File: src/rtl/uart_seq_pkg.sv
// uart_seq_pkg: register map, CTRL/STATUS bit positions and TX scheduler states for uart_seq.
package uart_seq_pkg;
  localparam logic [1:0] ADDR_DATA   = 2'd0;
  localparam logic [1:0] ADDR_STATUS = 2'd1;
  localparam logic [1:0] ADDR_CTRL   = 2'd2;
  localparam logic [1:0] ADDR_CLR    = 2'd3;
  localparam int CTRL_TX_EN   = 0;
  localparam int CTRL_RX_EN   = 1;
  localparam int CTRL_IRQ_RX  = 2;
  localparam int CTRL_IRQ_TXE = 3;
  localparam int CTRL_BAUD    = 4;
  localparam int ST_RXF_EMPTY = 0;
  localparam int ST_RXF_FULL  = 1;
  localparam int ST_TXF_EMPTY = 2;
  localparam int ST_TXF_FULL  = 3;
  localparam int ST_TX_BUSY   = 4;
  localparam int ST_OVR       = 5;
  localparam int BUS_W        = 16;
  typedef enum logic [1:0] {IDLE, POP, LOAD, WAIT} tx_state_e;
endpackage

File: src/rtl/uart_seq_if.sv
// uart_seq_if: core-bus register access port; names are as seen from the sequencer.
interface uart_seq_if;
  logic        wr_en_i;
  logic        rd_en_i;
  logic [1:0]  addr_i;
  logic [15:0] data_i;
  logic [15:0] data_o;
  modport master (output wr_en_i, rd_en_i, addr_i, data_i, input data_o);
  modport slave  (input wr_en_i, rd_en_i, addr_i, data_i, output data_o);
endinterface

File: src/rtl/uart_seq_tx_sched.sv
// uart_tx_sched: pops one byte from the TX fifo and hands it to uart_tx, one frame at a time.
module uart_tx_sched
  import uart_seq_pkg::*;
#(
  parameter int DataWidth = 8
) (
  input  logic                 clk_i,
  input  logic                 rst_ni,
  input  logic                 tx_en_i,
  input  logic                 txf_empty_i,
  input  logic [DataWidth-1:0] txf_rd_data_i,
  input  logic                 tx_busy_i,
  output logic                 txf_rd_en_o,
  output logic                 tx_dv_o,
  output logic [DataWidth-1:0] tx_data_o,
  output logic                 tx_idle_o
);
  tx_state_e state_q;
  logic      busy_q;
  // The pop is issued on the IDLE->POP transition so the fifo head is valid while in POP.
  assign txf_rd_en_o = (state_q == IDLE) && tx_en_i && !txf_empty_i && !tx_busy_i;
  assign tx_idle_o   = (state_q == IDLE);
  always_ff @(posedge clk_i or negedge rst_ni) begin
    if (!rst_ni) begin
      state_q   <= IDLE;
      tx_dv_o   <= 1'b0;
      tx_data_o <= '0;
      busy_q    <= 1'b0;
    end else begin
      busy_q  <= tx_busy_i;
      tx_dv_o <= 1'b0;
      case (state_q)
        IDLE: if (txf_rd_en_o) state_q <= POP;
        POP: begin
          state_q   <= LOAD;
          tx_data_o <= txf_rd_data_i;
          tx_dv_o   <= 1'b1;
        end
        LOAD: state_q <= WAIT;
        WAIT: if (busy_q && !tx_busy_i) state_q <= IDLE;
        default: state_q <= IDLE;
      endcase
    end
  end
endmodule

File: src/rtl/uart_seq.sv
// uart_seq: register-mapped sequencer between the core bus and the UART fifos/datapath.
module uart_seq
  import uart_seq_pkg::*;
#(
  parameter int DataWidth    = 8,
  parameter int BaudSelWidth = 2
) (
  input  logic                    clk_i,
  input  logic                    rst_ni,
  uart_seq_if.slave               bus,
  output logic                    txf_wr_en_o,
  output logic [DataWidth-1:0]    txf_wr_data_o,
  input  logic                    txf_full_i,
  output logic                    txf_rd_en_o,
  input  logic [DataWidth-1:0]    txf_rd_data_i,
  input  logic                    txf_empty_i,
  output logic                    tx_dv_o,
  output logic [DataWidth-1:0]    tx_data_o,
  input  logic                    tx_busy_i,
  input  logic                    rx_dv_i,
  input  logic [DataWidth-1:0]    rx_data_i,
  output logic                    rxf_wr_en_o,
  output logic [DataWidth-1:0]    rxf_wr_data_o,
  input  logic                    rxf_full_i,
  output logic                    rxf_rd_en_o,
  input  logic [DataWidth-1:0]    rxf_rd_data_i,
  input  logic                    rxf_empty_i,
  output logic [BaudSelWidth-1:0] baud_sel_o,
  output logic                    irq_o
);
  localparam int CtrlW = 4 + BaudSelWidth;
  logic [CtrlW-1:0] ctrl_q, ctrl_d;
  logic             ovr_q, ovr_d, irq_q, irq_d, pop_q, tx_idle;
  logic             wr_data, rd_data, wr_ctrl, ovr_set, ovr_clr;
  logic [BUS_W-1:0] rdata_q, rdata_d, status;
  logic             unused_data;
  assign unused_data   = ^bus.data_i[BUS_W-1:DataWidth];
  assign wr_data       = bus.wr_en_i && (bus.addr_i == ADDR_DATA);
  assign rd_data       = bus.rd_en_i && (bus.addr_i == ADDR_DATA);
  assign wr_ctrl       = bus.wr_en_i && (bus.addr_i == ADDR_CTRL);
  assign txf_wr_en_o   = wr_data && !txf_full_i;
  assign txf_wr_data_o = bus.data_i[DataWidth-1:0];
  assign rxf_rd_en_o   = rd_data && !rxf_empty_i;
  assign rxf_wr_en_o   = rx_dv_i && ctrl_q[CTRL_RX_EN] && !rxf_full_i;
  assign rxf_wr_data_o = rx_data_i;
  assign ovr_set       = rx_dv_i && ctrl_q[CTRL_RX_EN] && rxf_full_i;
  assign ovr_clr       = bus.wr_en_i && (bus.addr_i == ADDR_CLR) && bus.data_i[0];
  assign baud_sel_o    = ctrl_q[CTRL_BAUD +: BaudSelWidth];
  assign irq_o         = irq_q;
  // The fifo head only becomes valid the cycle after the pop, so DATA reads bypass the read register.
  assign bus.data_o    = pop_q ? BUS_W'(rxf_rd_data_i) : rdata_q;
  always_comb begin
    status               = '0;
    status[ST_RXF_EMPTY] = rxf_empty_i;
    status[ST_RXF_FULL]  = rxf_full_i;
    status[ST_TXF_EMPTY] = txf_empty_i;
    status[ST_TXF_FULL]  = txf_full_i;
    status[ST_TX_BUSY]   = tx_busy_i;
    status[ST_OVR]       = ovr_q;
    rdata_d = (bus.addr_i == ADDR_STATUS) ? status :
              (bus.addr_i == ADDR_CTRL)   ? BUS_W'(ctrl_q) : '0;
    ctrl_d  = wr_ctrl ? bus.data_i[CtrlW-1:0] : ctrl_q;
    ovr_d   = ovr_set ? 1'b1 : ovr_clr ? 1'b0 : ovr_q;
    irq_d   = (ctrl_q[CTRL_IRQ_RX] && !rxf_empty_i) ||
              (ctrl_q[CTRL_IRQ_TXE] && txf_empty_i && tx_idle) || ovr_q;
  end
  always_ff @(posedge clk_i or negedge rst_ni) begin
    if (!rst_ni) begin
      ctrl_q  <= '0;
      ovr_q   <= 1'b0;
      irq_q   <= 1'b0;
      pop_q   <= 1'b0;
      rdata_q <= '0;
    end else begin
      ctrl_q <= ctrl_d;
      ovr_q  <= ovr_d;
      irq_q  <= irq_d;
      pop_q  <= rxf_rd_en_o;
      if (bus.rd_en_i) rdata_q <= rdata_d;
    end
  end
  uart_tx_sched #(.DataWidth(DataWidth)) u_tx_sched (
    .clk_i         (clk_i),
    .rst_ni        (rst_ni),
    .tx_en_i       (ctrl_q[CTRL_TX_EN]),
    .txf_empty_i   (txf_empty_i),
    .txf_rd_data_i (txf_rd_data_i),
    .tx_busy_i     (tx_busy_i),
    .txf_rd_en_o   (txf_rd_en_o),
    .tx_dv_o       (tx_dv_o),
    .tx_data_o     (tx_data_o),
    .tx_idle_o     (tx_idle)
  );
endmodule

File: src/flat_wrapper.sv
// flat-port wrapper written by rule: the top's interface ports become plain ports
module uart_seq_flat import uart_seq_pkg::*;
#(
  parameter int DataWidth    = 8,
  parameter int BaudSelWidth = 2
)
  (clk_i, rst_ni, txf_wr_en_o, txf_wr_data_o, txf_full_i, txf_rd_en_o, txf_rd_data_i, txf_empty_i, tx_dv_o, tx_data_o, tx_busy_i, rx_dv_i, rx_data_i, rxf_wr_en_o, rxf_wr_data_o, rxf_full_i, rxf_rd_en_o, rxf_rd_data_i, rxf_empty_i, baud_sel_o, irq_o, bus_wr_en_i, bus_rd_en_i, bus_addr_i, bus_data_i, bus_data_o);
  uart_seq_if bus_i ();
  input  logic clk_i;
  input  logic rst_ni;
  output logic txf_wr_en_o;
  output logic [DataWidth-1:0] txf_wr_data_o;
  input  logic txf_full_i;
  output logic txf_rd_en_o;
  input  logic [DataWidth-1:0] txf_rd_data_i;
  input  logic txf_empty_i;
  output logic tx_dv_o;
  output logic [DataWidth-1:0] tx_data_o;
  input  logic tx_busy_i;
  input  logic rx_dv_i;
  input  logic [DataWidth-1:0] rx_data_i;
  output logic rxf_wr_en_o;
  output logic [DataWidth-1:0] rxf_wr_data_o;
  input  logic rxf_full_i;
  output logic rxf_rd_en_o;
  input  logic [DataWidth-1:0] rxf_rd_data_i;
  input  logic rxf_empty_i;
  output logic [BaudSelWidth-1:0] baud_sel_o;
  output logic irq_o;
  input wire logic [$bits(bus_i.wr_en_i)-1:0] bus_wr_en_i;
  input wire logic [$bits(bus_i.rd_en_i)-1:0] bus_rd_en_i;
  input wire logic [$bits(bus_i.addr_i)-1:0] bus_addr_i;
  input wire logic [$bits(bus_i.data_i)-1:0] bus_data_i;
  output wire logic [$bits(bus_i.data_o)-1:0] bus_data_o;
  assign bus_i.wr_en_i = bus_wr_en_i;
  assign bus_i.rd_en_i = bus_rd_en_i;
  assign bus_i.addr_i = bus_addr_i;
  assign bus_i.data_i = bus_data_i;
  assign bus_data_o = bus_i.data_o;
  uart_seq #(.DataWidth(DataWidth), .BaudSelWidth(BaudSelWidth)) u_core (.clk_i(clk_i), .rst_ni(rst_ni), .bus(bus_i), .txf_wr_en_o(txf_wr_en_o), .txf_wr_data_o(txf_wr_data_o), .txf_full_i(txf_full_i), .txf_rd_en_o(txf_rd_en_o), .txf_rd_data_i(txf_rd_data_i), .txf_empty_i(txf_empty_i), .tx_dv_o(tx_dv_o), .tx_data_o(tx_data_o), .tx_busy_i(tx_busy_i), .rx_dv_i(rx_dv_i), .rx_data_i(rx_data_i), .rxf_wr_en_o(rxf_wr_en_o), .rxf_wr_data_o(rxf_wr_data_o), .rxf_full_i(rxf_full_i), .rxf_rd_en_o(rxf_rd_en_o), .rxf_rd_data_i(rxf_rd_data_i), .rxf_empty_i(rxf_empty_i), .baud_sel_o(baud_sel_o), .irq_o(irq_o));
endmodule
File: config.mk
export PLATFORM = sky130hd
export DESIGN_NAME = uart_seq_flat
export DESIGN_NICKNAME = d
export VERILOG_FILES = /design/src/rtl/uart_seq_pkg.sv /design/src/rtl/uart_seq_if.sv /design/src/rtl/uart_seq_tx_sched.sv /design/src/rtl/uart_seq.sv /design/src/flat_wrapper.sv
export SDC_FILE = /design/constraint.sdc
export NUM_CORES = 1
export LEC_CHECK = 0
export BUFFER_PORTS_ARGS = -buffer_cell sky130_fd_sc_hd__clkbuf_2
export CAP_MARGIN = 15
export CORE_MARGIN = 4
export CORE_UTILIZATION = 46
export CTS_BUF_LIST = sky130_fd_sc_hd__clkbuf_2 sky130_fd_sc_hd__clkbuf_4 sky130_fd_sc_hd__clkbuf_8
export CTS_CLUSTER_SIZE = 40
export DETAILED_ROUTE_END_ITERATION = 12
export MAX_ROUTING_LAYER = met4
export PLACE_DENSITY = 0.87
export SETUP_SLACK_MARGIN = 0.15
export SLEW_MARGIN = 15
export SYNTH_ARGS = -nofsm -noshare
export SYNTH_HDL_FRONTEND = slang
export SYNTH_SLANG_ARGS = --single-unit
File: constraint.sdc
create_clock -name clk_i -period 2.6 [get_ports clk_i]
set_input_delay 0.13 -clock clk_i [delete_from_list [all_inputs] [get_ports clk_i]]
set_output_delay 0.13 -clock clk_i [all_outputs]
set_load 0.02 [all_outputs]
==> qor.yml, run 1 <==
status:
  status: "finished, final reports clean"
drt:
  drc: 0
  wire_per_inst_um: 12.5
  wl_met1_um: 1050
  dr_total_vias: 996
  drt_first_pass_iters: 2
  wl_um: 2650
  routed.top_layer: "met4"
  met2WireLength_um: 1350
  drt_iter0_markers: 9
  wl_met3_um: 191
  ant_nets: 0
  vias_per_cell: 4.68
layout:
  drive_above_1_share_pct: 55.0
  antenna_cells: 0
  num-nets-final: 226
  area_delta_synth_final_pct: 15.4
  seq_area_um2: 676
  multi_input_area_um2: 603
  final_area_um2: 1710
  fillers: 271
timing:
  post-route-period-util_pct: 62.5
  hold_slack_ns: 0.0173
  layout_min_cycle_time_ns: 1.63
  hold_violations: 0
  worst_pin_slew_ns: 0.648
  fin_setup_tns_ns: 0
  max_clock_freq_mhz: 615
  fin_worst_skew_ns: 0.00597
  grt_setup_unrepaired: "false"
  setup_viol: 0
  timing.slew.headroom_pct: 56.8
  drv_slew: 0
critical_path:
  cp_cell_sequence: "inv_1 -> ha_1 -> and4bb_2 -> clkbuf_2"
  end_kind: "output pin"
  reg2reg_slack_ns: 0.99
  crit_fanout: 4
  max_stage_delay_ns: 0.43
  r2r_cells: 5
  r2r_start: "u_core.u_tx_sched.state_q[0]$_DFFE_PN0P_"
  required_ns: 2.47
  start_kind: "register"
  arrival_ns: 1.50
  cp-startpoint: "u_core.u_tx_sched.state_q[0]$_DFFE_PN0P_"
  r2r-end: "u_core.u_tx_sched.state_q[1]$_DFFE_PN0P_"
  worstSetupPathType: "register to output pin"
  cp_slowest_cell: "dfrtp_1"
place:
  place_area_um2: 1660
  gp_congestion: 0.703
  numPortBuffers: 63
  dp_hpwl_um: 2220
synthesis:
  synth-seq-area-share_pct: 45.6
  synth_cells: 123
  ys_top_cells_by_count: "dfrtp_1, buf_4, mux2_2"
  post-synth-top-area-fraction_pct: 45.6
  yosys.cell_count.top_type: "dfrtp_1"
  async_reset_ff_share_pct: 100
  synth_ff_type: "dfrtp_1"
  yosysWarnings: 0
  ys_seq_elements: 27
  synth_area_um2: 1480
  yosys-top-cells-area: "dfrtp_1, buf_4, mux2_2, mux2_4, ha_1"
  synth_cell_types: 27
  synth_edf_count: 0
  yosysTopAreaCell: "dfrtp_1"
  syn_avg_cell_area_um2: 12.1
clocking:
  post_cts_buffers: 0
  clock_sinks: 27
  clock_path_buffers: 2
  root_buffer: "clkbuf_4"
  ctsHoldBuffers: 2
  htreeDepth: 1
  clk_latency_ns: 0.31
  cts_resized: 0
  cts_made_buffers: 3
  clkTransAtPathRegs_ns: 0.13
  cts_tree: "yes"
power_and_ir_drop:
  powerDensity_nw_per_um2: 834
  vdd_drop_max_mv: 0.325
  p_leak_nw: 0.883
worst_hold_path:
  hold_end: "u_core.pop_q$_DFF_PN0_"
  worstHoldPathCells: 2
  min_path_type: "input pin to register"
  min_from: "rxf_empty_i"
grt:
  antenna_found_initial: 0
  grt_usage_pct: 13.4
  grt_max_degree: 28
  grt_pass1_vias: 990
  grt_overflow: 0
  grt_pass1_wl_um: 4300
die:
  start_util_pct: 48.2
  fp.dieH_um: 64.8
  num_rows: 20
  pin_count: 100
  die_area_um2: 4200
  core_area_um2: 3080
  die_w_um: 64.8
job:
  cap_violations: 0
[layer usage]
layer / vias up / global-route usage, %
li1: 482 / -
met1: 469 / 15.5
met2: 37 / 22.6
met3: 8 / 1.56
met4: 0 / 7.65
met5: - / -
[registers in the layout, summed over array words and instances (netlist names)]
signal / flops
u_core.irq_o: 1
u_core.u_tx_sched.tx_dv_o: 1
u_core.ctrl_q: 6
u_core.u_tx_sched.tx_data_o: 8
u_core.pop_q: 1
u_core.u_tx_sched.state_q: 2
u_core.ovr_q: 1
u_core.u_tx_sched.busy_q: 1
u_core.rdata_q: 6
[area by class of cell]
type / instances / share of cell area, %
repair buffers: 65 / 19.6
clock buffers: 4 / 1.76
multi-input cells: 70 / 35.3
flip-flops and latches: 27 / 39.5
inverters: 3 / 0.658
well taps: 44 / 3.22
[where the power goes]
part / switching (W) / internal, W / total, W
Clock: 0.000110 / 0.0000704 / 0.000180
Sequential: 0.0000751 / 0.000547 / 0.000622
Combinational: 0.000328 / 0.000297 / 0.000625
[worst max-delay path by stage]
stage / end / slack (ns) / depth (start not counted)
2_1_floorplan: u_core.u_tx_sched.state_q[1]$_DFFE_PN0P_ / 1.02 / 5
3_3_place_gp: u_core.u_tx_sched.state_q[1]$_DFFE_PN0P_ / 1.06 / 5
3_5_place_dp: u_core.u_tx_sched.state_q[1]$_DFFE_PN0P_ / 0.99 / 5
4_1_cts: txf_rd_en_o / 0.94 / 4
5_1_grt: txf_rd_en_o / 0.87 / 4
6_report: txf_rd_en_o / 0.97 / 4
[kinds of logic after synthesis]
group | after synthesis | share of synthesized area, %
AOI/OAI and AO/OA | 16 | 8.02
adders and majority gates | 4 | 3.38
DFF | 27 | 45.6
muxes | 21 | 17.7
other | 1 | 0.253
buffers and inverters | 33 | 15.5
and+or+nand+nor | 21 | 9.54
[worst max-delay path: cells and delay by family (launching register included)]
family                   cells  cell delay (ns)
flip-flops                   1             0.43
buffers and inverters        2             0.28
AND/OR/NAND/NOR              1             0.27
adder cells (fa/ha/maj)      1             0.21
[placed cells by master (no fill, tap or decap)]
cell / count
a21oi_1: 6
a22oi_1: 6
a2bb2oi_1: 1
a2bb2oi_2: 1
a311o_1: 1
a32o_1: 1
and2_1: 2
and2b_2: 1
and4bb_2: 1
clkbuf_2: 63
clkbuf_4: 4
conb_1: 8
dfrtp_1: 27
dlygate4sd3_1: 2
ha_1: 4
inv_1: 3
mux2_2: 14
mux2_4: 7
nand2_1: 2
nand2_8: 1
nand2b_1: 1
nand4_1: 1
nor2_1: 8
nor2b_1: 1
nor2b_4: 1
nor4b_1: 2
[metrics by stage]
step | cells | worst slack, ns | power [W] | util [%]
floorplan | 130 | 1.02 | 0.00111 | -
global placement | 207 | 1.06 | 0.00124 | 53.9
detailed placement | 207 | 0.993 | 0.00127 | 53.9
CTS | 213 | 0.944 | 0.00145 | 55.6
global route | 213 | 0.875 | 0.00152 | 55.6
finish | 213 | 0.975 | 0.00143 | 55.6
Power figures use the tool's default switching activity.
==> run 2, diff against run 1 <==
--- a/config.mk
+++ b/config.mk
@@ -8,12 +8,12 @@
 export BUFFER_PORTS_ARGS = -buffer_cell sky130_fd_sc_hd__clkbuf_2
 export CAP_MARGIN = 15
 export CORE_MARGIN = 4
-export CORE_UTILIZATION = 46
+export CORE_UTILIZATION = 39
 export CTS_BUF_LIST = sky130_fd_sc_hd__clkbuf_2 sky130_fd_sc_hd__clkbuf_4 sky130_fd_sc_hd__clkbuf_8
 export CTS_CLUSTER_SIZE = 40
 export DETAILED_ROUTE_END_ITERATION = 12
 export MAX_ROUTING_LAYER = met4
-export PLACE_DENSITY = 0.87
+export PLACE_DENSITY = 0.79
 export SETUP_SLACK_MARGIN = 0.15
 export SLEW_MARGIN = 15
 export SYNTH_ARGS = -nofsm -noshare
==> constraint.sdc (replaced) <==
create_clock -name clk_i -period 1.3 [get_ports clk_i]
set_input_delay 0.065 -clock clk_i [delete_from_list [all_inputs] [get_ports clk_i]]
set_output_delay 0.065 -clock clk_i [all_outputs]
set_load 0.02 [all_outputs]
==> run 2 against run 1 <==
Against the previous run: the run now ends with setup timing left; via count increased by 7.2%; global-route usage down 0.96 points; largest power group unchanged; cell count is 7.5% higher; routed wire length grew 15%; sequential power is 99% higher; die area increased by 16%; worst setup slack got worse by 1.1 ns; core utilization shrank 0.14 points.
==> qor.yml, run 2 (synthesized netlist as in run 1, its figures left out) <==
clocking:
  htreeDepth: 1  # unchanged
  cts_made_buffers: 3  # unchanged
  clock_path_buffers: 2  # unchanged
  clk_latency_ns: 0.26  # -0.05 ns
  clock_sinks: 27  # unchanged
  cts_tree: "yes"
  root_buffer: "clkbuf_8"
  clkTransAtPathRegs_ns: 0.08  # -0.05 ns
grt:
  grt_pass1_wl_um: 4880  # +13%
  antenna_found_initial: 0  # unchanged
  grt_overflow: 0  # unchanged
  grt_max_degree: 28  # unchanged
  grt_pass1_vias: 1046  # +5.7%
  grt_usage_pct: 12.5  # -0.96 points
critical_path:
  r2r_cells: 7  # +2
  start_kind: "register"
  end_kind: "register"
  required_ns: 1.45  # -1.02 ns
  crit_fanout: 5  # +1
  worstSetupPathType: "register to register"
  arrival_ns: 1.62  # +0.12 ns
  reg2reg_slack_ns: -0.16  # -1.15 ns
  r2r-end: "u_core.u_tx_sched.tx_data_o[2]$_DFFE_PN0P_"
  r2r_start: "u_core.u_tx_sched.state_q[1]$_DFFE_PN0P_"
die:
  die_w_um: 69.7  # +7.5%
  start_util_pct: 40.5  # -7.7 points
  pin_count: 100  # unchanged
  die_area_um2: 4850  # +16%
  core_area_um2: 3660  # +19%
  num_rows: 22  # +10%
  fp.dieH_um: 69.7  # +7.5%
timing:
  worst_pin_slew_ns: 0.640  # -0.00784 ns
  hold_violations: 0  # unchanged
  worst_slack_ns: -0.165  # -1.14 ns
  fin_setup_tns_ns: -1.28  # -1.28 ns
  timing.slew.headroom_pct: 57.3  # +0.52 points
  fin_worst_skew_ns: 0.00249  # -0.00348 ns
  setup_viol: 11  # +11
  max_clock_freq_mhz: 683
  post-route-period-util_pct: 113
  drv_slew: 0  # unchanged
  grt_setup_unrepaired: "true"
  layout_min_cycle_time_ns: 1.46
drt:
  wl_um: 3060  # +15%
  ant_nets: 0  # unchanged
  dr_total_vias: 1068  # +7.2%
  wire_per_inst_um: 13.4  # +7.4%
  drt_first_pass_iters: 4  # +2
  drt_iter0_markers: 55  # +46
  drc: 0  # unchanged
  vias_per_cell: 4.66  # -0.26%
layout:
  area_delta_synth_final_pct: 36.9
  final_common_cell: "clkbuf_2"
  top_regs: "u_core.u_tx_sched.tx_data_o x8, u_core.ctrl_q x6, u_core.rdata_q x6"
  top_register: "u_core.u_tx_sched.tx_data_o"
  antenna_cells: 0  # unchanged
  final_cells: 229  # +7.5%
  drive_above_1_share_pct: 61.9  # +6.8 points
  mostFrequentLayoutCells: "clkbuf_2, dfrtp_1, mux2_4"
  utilization_pct: 55.4  # -0.14 points
  largest_register_ffs: 8  # unchanged
  num-nets-final: 238  # +5.3%
place:
  pre_cts_ws_ns: -0.191  # -1.18 ns
  dp_hpwl_um: 2250  # +1.3%
  dp_cells: 218  # +5.3%
  numPortBuffers: 63  # unchanged
  gp_congestion: 0.747  # +6.2%
status:
  failed_checks: "setup timing"
  status: "finished, violations left"
power_and_ir_drop:
  p_leak_nw: 1.03  # +17%
  p_total_w: 0.00369  # +160%
  vdd_drop_max_mv: 0.603  # +85%
  powerDensity_nw_per_um2: 1820  # +120%
worst_hold_path:
  worstHoldPathCells: 2  # unchanged
  min_from: "rxf_empty_i"
  hold_end: "u_core.pop_q$_DFF_PN0_"
  min_path_type: "input pin to register"
job:
  cap_violations: 0  # unchanged
==> run 2: changes by cell type in the layout (fill, tap and decap cells not counted), sizes merged <==
cell	previous run	this run
buf	0	20
clkbuf	67	59
==> run 2: cell type report <==
type	count	area, µm²
well taps	48	60.1
multi-input cells	70	686
clock buffers	4	48.8
inverters	3	11.3
repair buffers	77	547
flip-flops and latches	27	677
fillers	288	1630
==> run 2: how the worst max path moves through the flow <==
stage	from	endpoint	slack [ns]	cells past startpoint
finish	u_core.u_tx_sched.state_q[1]$_DFFE_PN0P_	u_core.u_tx_sched.tx_data_o[2]$_DFFE_PN0P_	-0.16	7
floorplan	u_core.u_tx_sched.state_q[0]$_DFFE_PN0P_	u_core.u_tx_sched.state_q[1]$_DFFE_PN0P_	-0.28	5
detailed placement	u_core.u_tx_sched.state_q[1]$_DFFE_PN0P_	u_core.u_tx_sched.state_q[1]$_DFFE_PN0P_	-0.19	5
global route	u_core.u_tx_sched.state_q[0]$_DFFE_PN0P_	u_core.u_tx_sched.state_q[1]$_DFFE_PN0P_	-0.23	5
CTS	u_core.u_tx_sched.state_q[1]$_DFFE_PN0P_	u_core.u_tx_sched.state_q[1]$_DFFE_PN0P_	-0.17	5
global placement	u_core.u_tx_sched.state_q[0]$_DFFE_PN0P_	u_core.u_tx_sched.state_q[1]$_DFFE_PN0P_	-0.13	5
==> run 2: critical path, cell delays in order, from the launching register on <==
cell and delay [ns]:
dfrtp_1 0.38, inv_2 0.06, buf_6 0.11, buf_6 0.10
ha_4 0.17, buf_6 0.12, buf_12 0.12, mux2_4 0.29
==> run 2: where the power goes <==
part           internal (W)  switching [W]
clock network      0.000240       0.000233
logic               0.00113       0.000848
registers           0.00110       0.000145
==> run 2: timing repair <==
item | 4_1_cts | 5_1_grt
gates resized for setup | 34 | 16
pin swaps | 3 | 3
gates cloned | 1 | 0
hold buffers | 2 | 0
buffers inserted | 3 | 1
endpoints found under the setup margin | 20 | 20
hold endpoints to repair | 28 | 0
==> run 2: per-stage QoR <==
step / hold WS (ns) / cell area, µm²
after floorplan: -0.231 / 1520
after global placement: 0.111 / 1730
after detailed placement: 0.112 / 1730
after CTS: 0.00802 / 1990
after global routing: 0.0234 / 2030
final: 0.0174 / 2030
==> run 2: per-layer routing <==
layer | vias up | part of all wire [%] | track usage (%)
met2 | 53 | 49 | 20.0
met1 | 501 | 39 | 14.9
met5 | - | 0 | -
li1 | 508 | - | -
met3 | 6 | 10 | 3.77
met4 | 0 | 1.2 | 4.26
==> run 3, diff against run 2 <==
--- a/config.mk
+++ b/config.mk
@@ -12,6 +12,7 @@
 export CTS_BUF_LIST = sky130_fd_sc_hd__clkbuf_2 sky130_fd_sc_hd__clkbuf_4 sky130_fd_sc_hd__clkbuf_8
 export CTS_CLUSTER_SIZE = 40
 export DETAILED_ROUTE_END_ITERATION = 12
+export HOLD_SLACK_MARGIN = 0.1
 export MAX_ROUTING_LAYER = met4
 export PLACE_DENSITY = 0.79
 export SETUP_SLACK_MARGIN = 0.15
==> run 3 against run 2 <==
Against the previous run: the flow still finishes with violations (setup timing); power grew 1.1%; design area grew 8.7%; largest power group unchanged; combinational power is essentially flat; clock skew grew 0.0013 ns; register-to-register slack is essentially flat; via count grew 6.4%.
==> qor.yml, run 3 (synthesized netlist as in run 1, its figures left out) <==
critical_path:
  worstSetupPathType: "register to register"
  start_kind: "register"
  arrival_ns: 1.63  # about the same
  cp-startpoint: "u_core.u_tx_sched.state_q[1]$_DFFE_PN0P_"
  r2r_start: "u_core.u_tx_sched.state_q[1]$_DFFE_PN0P_"
  end_kind: "register"
  required_ns: 1.46  # about the same
  crit_fanout: 2  # -3
drt:
  drt_iter0_markers: 58  # +5.5%
  drt_first_pass_iters: 4  # unchanged
  wl_um: 3440  # +12%
  drc: 0  # unchanged
  ant_nets: 0  # unchanged
  wire_per_inst_um: 14.0  # +4.5%
  vias_per_cell: 4.62  # -0.98%
  dr_total_vias: 1136  # +6.4%
power_and_ir_drop:
  p_leak_nw: 1.11  # +7.3%
  vdd_drop_max_mv: 0.663  # +10%
  powerDensity_nw_per_um2: 1690  # -7.0%
grt:
  antenna_found_initial: 0  # unchanged
  grt_pass1_wl_um: 5530  # +13%
  grt_max_degree: 28  # unchanged
  grt_usage_pct: 14.3  # +1.8 points
  grt_overflow: 0  # unchanged
  grt_pass1_vias: 1183  # +13%
layout:
  mostFrequentLayoutCells: "clkbuf_2, dfrtp_1, mux2_4, dlygate4sd3_1"
  drive_above_1_share_pct: 57.1  # -4.8 points
  largest_register_ffs: 8  # unchanged
  utilization_pct: 60.3  # +4.8 points
  num-nets-final: 255  # +7.1%
  multi_input_area_um2: 688  # +0.36%
  final_cells: 246  # +7.4%
  seq_area_um2: 677  # unchanged
  antenna_cells: 0  # unchanged
  area_delta_synth_final_pct: 48.8
  top_register: "u_core.u_tx_sched.tx_data_o"
  final_common_cell: "clkbuf_2"
  top_regs: "u_core.u_tx_sched.tx_data_o x8, u_core.ctrl_q x6, u_core.rdata_q x6"
  fillers: 265  # -8.0%
die:
  start_util_pct: 40.5  # unchanged
  die_w_um: 69.7  # unchanged
  fp.dieH_um: 69.7  # unchanged
  die_area_um2: 4850  # unchanged
  pin_count: 100  # unchanged
  num_rows: 22  # unchanged
  core_area_um2: 3660  # unchanged
clocking:
  htreeDepth: 1  # unchanged
  clock_sinks: 27  # unchanged
  clock_path_buffers: 2  # unchanged
  cts_made_buffers: 3  # unchanged
  cts_tree: "yes"
  root_buffer: "clkbuf_8"
  clkTransAtPathRegs_ns: 0.08  # about the same
  clk_latency_ns: 0.26  # about the same
timing:
  hold_violations: 0  # unchanged
  fin_worst_skew_ns: 0.00377  # +0.00128 ns
  fin_setup_tns_ns: -1.34  # -0.0686 ns
  worst_pin_slew_ns: 0.637  # -0.00302 ns
  grt_setup_unrepaired: "true"
  max_clock_freq_mhz: 680  # -0.34%
  drv_slew: 0  # unchanged
  setup_viol: 11  # unchanged
  layout_min_cycle_time_ns: 1.47  # +0.00505 ns
  worst_slack_ns: -0.170  # -0.00505 ns
  hold_slack_ns: 0.118  # +0.101 ns
  post-route-period-util_pct: 113  # +0.39 points
  timing.slew.headroom_pct: 57.5  # +0.20 points
place:
  dp_hpwl_um: 2250  # unchanged
  dp_cells: 218  # unchanged
  numPortBuffers: 63  # unchanged
  gp_congestion: 0.747  # unchanged
  pre_cts_ws_ns: -0.191  # unchanged
worst_hold_path:
  min_from: "txf_empty_i"
  min_path_type: "input pin to register"
status:
  failed_checks: "setup timing"
  status: "finished, violations left"
job:
  cap_violations: 0  # unchanged
-- run 3: per-layer routing --
layer / track usage, % / vias up / routed length (µm)
met2: 24.5 / 55 / 1760
met3: 4.20 / 6 / 306
met5: - / - / 0
met1: 16.1 / 535 / 1330
li1: - / 540 / -
met4: 4.26 / 0 / 38
-- run 3: repair_timing --
item                                   CTS  global route
gates resized for setup                 34            18
endpoints found under the hold margin   44             0
hold buffers                            19             0
setup endpoints to repair               20            20
cloned                                   1             0
setup buffers                            3             1
pin swaps                                3             3
-- run 3: power by group --
| group | internal (W) | total, W | switching [W] |
|---|---|---|---|
| Clock | 0.000240 | 0.000471 | 0.000231 |
| Combinational | 0.00116 | 0.00201 | 0.000852 |
| Sequential | 0.00110 | 0.00124 | 0.000149 |
| Total | 0.00250 | 0.00373 | 0.00123 |
-- run 3: area by class of cell --
class / count / area share, %
Timing Repair Buffer: 94 / 32.7
Sequential cell: 27 / 30.7
Tap cell: 48 / 2.72
Multi-Input combinational cell: 70 / 31.2
Clock buffer: 4 / 2.21
Inverter: 3 / 0.510
-- run 3: path summary, 6_finish.rpt --
kind / to / slack (ns) / cells past startpoint
max: u_core.u_tx_sched.state_q[1]$_DFFE_PN0P_ / -0.17 / 5
max in group asynchronous: u_core.pop_q$_DFF_PN0_ / 0.50 / 2
min reg2reg: u_core.u_tx_sched.tx_data_o[4]$_DFFE_PN0P_ / 0.52 / 1
min in group asynchronous: u_core.u_tx_sched.tx_data_o[7]$_DFFE_PN0P_ / 0.35 / 2
min: u_core.irq_o$_DFF_PN0_ / 0.12 / 2
max reg2reg: u_core.u_tx_sched.state_q[1]$_DFFE_PN0P_ / -0.17 / 5
-- run 3: worst max-delay path, cell delays in order, from the launching register on --
cell and delay, ns:
dfrtp_1 0.41, inv_2 0.09, ha_4 0.13, and4bb_2 0.25
a2bb2oi_2 0.17, mux2_4 0.31
-- run 3: through the flow --
| stage | total power [W] | cell area (µm²) |
|---|---|---|
| after floorplan | 0.00225 | 1520 |
| after global placement | 0.00266 | 1730 |
| after detailed placement | 0.00271 | 1730 |
| after CTS | 0.00363 | 2160 |
| final | 0.00373 | 2210 |
| after global routing | 0.00395 | 2210 |
